==> config.mk <==
export PLATFORM = sky130hd
export DESIGN_NAME = fifo_ms_rr_sched
export DESIGN_NICKNAME = d
export VERILOG_FILES = /design/src/rtl/fifo_ms_rr_sched.sv
export SDC_FILE = /design/constraint.sdc
export NUM_CORES = 1
export LEC_CHECK = 0
export ABC_AREA = 1
export CORE_UTILIZATION = 50
export CTS_BUF_LIST = sky130_fd_sc_hd__clkbuf_8
export DETAILED_ROUTE_END_ITERATION = 10
export DONT_BUFFER_PORTS = 1
export PLACE_DENSITY = 0.75
export REMOVE_ABC_BUFFERS = 1
export SYNTH_ARGS = -nofsm -noshare
export SYNTH_HDL_FRONTEND = slang
export SYNTH_SLANG_ARGS = --single-unit
==> constraint.sdc <==
create_clock -name clk -period 1.24 [get_ports clk]
set_input_delay 0.186 -clock clk [delete_from_list [all_inputs] [get_ports clk]]
set_output_delay 0.186 -clock clk [all_outputs]
set_load 0.02 [all_outputs]
==> src/rtl/fifo_ms_rr_sched.sv <==
// Round-robin drain scheduler for a multi-stream FIFO: pops one stream per cycle
// with a bounded burst length and presents the word on a registered valid/ready port.
module fifo_ms_rr_sched #(
    parameter int unsigned DATA_WIDTH = 8,
    parameter int unsigned FLUX       = 2,
    parameter int unsigned BURST      = 2
) (
    input  logic                                      clk,
    input  logic                                      rst,
    input  logic [FLUX-1:0]                           empty,
    input  logic [DATA_WIDTH+$clog2(FLUX)-1:0]        dout,
    output logic [FLUX-1:0]                           read,
    input  logic [FLUX-1:0]                           en_mask,
    input  logic                                      pause,
    output logic                                      m_valid,
    input  logic                                      m_ready,
    output logic [DATA_WIDTH-1:0]                     m_data,
    output logic [$clog2(FLUX)-1:0]                   m_tag,
    output logic                                      tag_err
);

    localparam int unsigned TAG_WIDTH = $clog2(FLUX);
    localparam int unsigned CNT_WIDTH = $clog2(BURST + 1);

    localparam logic [1:0] IDLE  = 2'd0;
    localparam logic [1:0] SERVE = 2'd1;
    localparam logic [1:0] STALL = 2'd2;

    logic [1:0]           state;
    logic [1:0]           state_next;
    logic [FLUX-1:0]      eligible;
    logic [TAG_WIDTH-1:0] cur;
    logic [TAG_WIDTH-1:0] grant;
    logic [CNT_WIDTH-1:0] burst_cnt;
    logic                 keep;
    logic                 can_pop;
    logic [TAG_WIDTH-1:0] dout_tag;

    assign eligible = ~empty & en_mask;
    assign keep     = eligible[cur] && (burst_cnt < CNT_WIDTH'(BURST));
    assign can_pop  = rst && (|eligible) && !pause && (!m_valid || m_ready);
    assign dout_tag = dout[DATA_WIDTH+TAG_WIDTH-1 -: TAG_WIDTH];

    // Cyclic search from cur+1; descending loop so the nearest eligible index wins.
    always_comb begin
        logic [TAG_WIDTH-1:0] idx;
        idx   = '0;
        grant = cur;
        for (int unsigned k = FLUX; k >= 1; k--) begin
            idx = TAG_WIDTH'((32'(cur) + 32'(k)) % 32'(FLUX));
            if (eligible[idx]) begin
                grant = idx;
            end
        end
        if (keep) begin
            grant = cur;
        end
    end

    always_comb begin
        read = '0;
        if (can_pop) begin
            read[grant] = 1'b1;
        end
    end

    // Next-state: the output register is valid in every state but IDLE.
    always_comb begin
        state_next = state;
        case (state)
            IDLE: begin
                if (can_pop) state_next = SERVE;
            end
            SERVE: begin
                if (!m_ready)     state_next = STALL;
                else if (can_pop) state_next = SERVE;
                else              state_next = IDLE;
            end
            STALL: begin
                if (m_ready) state_next = can_pop ? SERVE : IDLE;
            end
            default: state_next = IDLE;
        endcase
    end

    always_ff @(posedge clk) begin
        if (!rst) begin
            state     <= IDLE;
            m_valid   <= 1'b0;
            m_data    <= '0;
            m_tag     <= '0;
            tag_err   <= 1'b0;
            cur       <= TAG_WIDTH'(FLUX - 1);
            burst_cnt <= '0;
        end else begin
            state   <= state_next;
            m_valid <= (state_next != IDLE);
            if (can_pop) begin
                cur       <= grant;
                burst_cnt <= ((grant == cur) && (burst_cnt < CNT_WIDTH'(BURST)))
                             ? burst_cnt + CNT_WIDTH'(1) : CNT_WIDTH'(1);
                m_data    <= dout[DATA_WIDTH-1:0];
                m_tag     <= grant;
                if (dout_tag != grant) begin
                    tag_err <= 1'b1;
                end
            end
        end
    end

endmodule

==> metrics <==
layout cells sized above 1 0.3796; RSZ-0062 raised after global routing true; WL met3 99 um; FF+latch area 322.8 sq um; Post-synth EDFFs 0; Synth cell types 16; Slew HR 0.7395; HP Class primary input to flop; Fmax 759.5 MHz; area leader, netlist dfxtp_1; die height 38.66 um; Core Rows 12; Routability Congestion 0.6973; clk slew on worst S/H paths 0.06 ns; gr usage total 0.2126; clk sinks 16; mapped cell area 671.9 sq um; first-pass GRT wire length 2.132 mm; clk_skew 0.001105 ns; Req. time, crit path 1.05 ns; Commonest cells post-synth 20 x nor2_1, 16 x dfxtp_1, 13 x inv_1, 11 x o21ai_0, 10 x nand2_1; top post-synthesis cells by area dfxtp_1 48%, nor2_1 11%, o21ai_0 8.2%, inv_1 7.3%, nand2_1 5.6%; part of the cycle the worst path needs 1.062; antenna-violating nets left 0; final core occ 0.7650; TritonCTS buffer count 3; Initial Utilization 0.5737; Gate Count Post-Synth 93; Yosys warnings 0; MaxCap Viol Count 0; register bit total from synthesis 16; Core ar. 0.001171 sq mm; H-tree depth 1; CP Max Fanout 3; first-pass iteration count of the detailed router 4; syn avg cell area 7.225 sq um; failing checks negative setup slack; nets 126; critical path's top delay family simple AND/OR/NAND/NOR gates; slowest CP cell dfxtp_2; I/O pin total 30; Pins Over Slew Limit 0; Peak VDD IR 0.001204 V; min cycle time layout 1.317 ns; final wirelength 1.590 mm; WL met1 658 um; number of global-route vias before repair 557; maximum clock path buffer count 2; Area Growth Syn to Fin 33.33%; top-area cell type share of the netlist area 0.4767; max layer used met4; Most common cell on crit path nor2_2; vias 650; crit-path max cell delay 0.33 ns; DRC viols 0; Hold Vio Cnt, Final 0; LEAKAGE 0.0003898 uW; port bufs 0; Setup crit end kind output port; Final setup viols 4; worst path arrival time 1.13 ns; DR WL/cell 13.03 um; # hold bufs at CTS 0; Seq/Total Area, Yosys 0.4767; Chip Width 38.66 um; setup TNS -0.2101 ns; Vias/cell 5.328; WL met2 817 um; Power Density 1315 mW/mm^2; status finished with violations; Worst-Margin Slew 0.3866 ns; crit start category flop; layout filler cell count 87; TritonCTS clock tree yes; initial antenna violation count 0; Worst Hold Slack 0.06947 ns; hpwl dp 919 um; Clock Tree Root clkbuf_8; CP bufs+invs 2; share of synthesized registers carrying an async set or reset 0; initial detailed-routing violation count 6; Ant. Diodes 0; crit-path cells inv_2 -> nor2_2 -> nor3_2 -> nand2_2 -> nor2_2 -> buf_6; top_reg_cell synth dfxtp_1; full die area 0.001494 sq mm; PnR worst setup slack -0.07659 ns; top-count cell post-synth nor2_1; grt total ovfl 0; largest net degree at the start of global routing 13; area of the multi-input gates 320.3 sq um; Clock Latency Late Sink 0.25 ns; critical path class flop to output port
==> metal layers <==
metal	GRT usage	vias up
li1	-	322
met1	0.2555	301
met2	0.3292	25
met3	0.09827	2
met4	0.07759	0
met5	0	-
==> repair_timing <==
action | in CTS | in global routing
buffers inserted | 5 | 5
gates resized for setup | 18 | 16
pin swaps | 2 | 2
setup endpoints to repair | 2 | 12
gates cloned | 0 | 0
==> sequential cells by signal (all words and copies together) (netlist names) <==
signal,cells
m_data,8
burst_cnt,2
state,2
cur,1
m_tag,1
m_valid,1
tag_err,1
==> report_power, final <==
group | total, uW | switching [uW] | internal [uW]
registers | 576 | 36.5 | 539
clock network | 456 | 175 | 281
logic | 146 | 77.5 | 68.3
==> through the flow <==
stage                     total power (uW)  setup WS [ns]  instances  cell area [sq um]
after floorplan                      654.3        -0.1103         90              645.6
after global placement               676.1         0.1142        109              700.7
after detailed placement             678.5        0.04684        109              700.7
after CTS                             1160       -0.09746        118              825.8
after global routing                  1221        -0.1383        122              895.9
final                                 1178       -0.07659        122              895.9
==> worst paths after layout <==
kind         depth (start not counted)                   endpoint                 startpoint  slack [ns]
max                                  6                    read[0]         m_valid$_SDFF_PN0_       -0.08
min                                  2     m_data[7]$_SDFFE_PN0P_                        rst        0.07
max reg2reg                         10       tag_err$_SDFFE_PN0P_  burst_cnt[1]$_SDFFE_PN0P_       -0.05
min reg2reg                          2  burst_cnt[0]$_SDFFE_PN0P_  burst_cnt[0]$_SDFFE_PN0P_        0.48
==> cell families after synthesis <==
logic type | synth area share
simple gates | 0.2607
compound gates | 0.1378
buf+inv | 0.1248
flops | 0.4767
==> cell type report <==
| cell class | count | area share |
|---|---|---|
| Clock buffer | 4 | 0.06145 |
| Inverter | 15 | 0.07123 |
| Multi-Input combinational cell | 59 | 0.3575 |
| Sequential cell | 16 | 0.3603 |
| Tap cell | 14 | 0.01955 |
| Timing Repair Buffer | 14 | 0.1299 |
==> cells in the final DEF (no fill, tap or decap) <==
cell type | synthesis | layout
clkinv_4 | 0 | 1
nand2_1 | 10 | 6
nand3_2 | 0 | 3
nor3_2 | 1 | 1
o21ai_0 | 11 | 3
buf_6 | 2 | 3
dfxtp_2 | 0 | 2
inv_1 | 13 | 10
o211ai_1 | 1 | 1
dfxtp_1 | 16 | 14
nand2_4 | 0 | 2
nand2_2 | 1 | 3
buf_4 | 0 | 11
inv_2 | 1 | 3
inv_4 | 0 | 1
nor2_2 | 0 | 7
a21oi_1 | 6 | 6
o21ai_1 | 0 | 8
nand3_1 | 7 | 4
clkbuf_8 | 0 | 4
nor3_1 | 1 | 1
nor2_1 | 20 | 13
nand4_1 | 1 | 1
(Power assumes the default switching activity.)
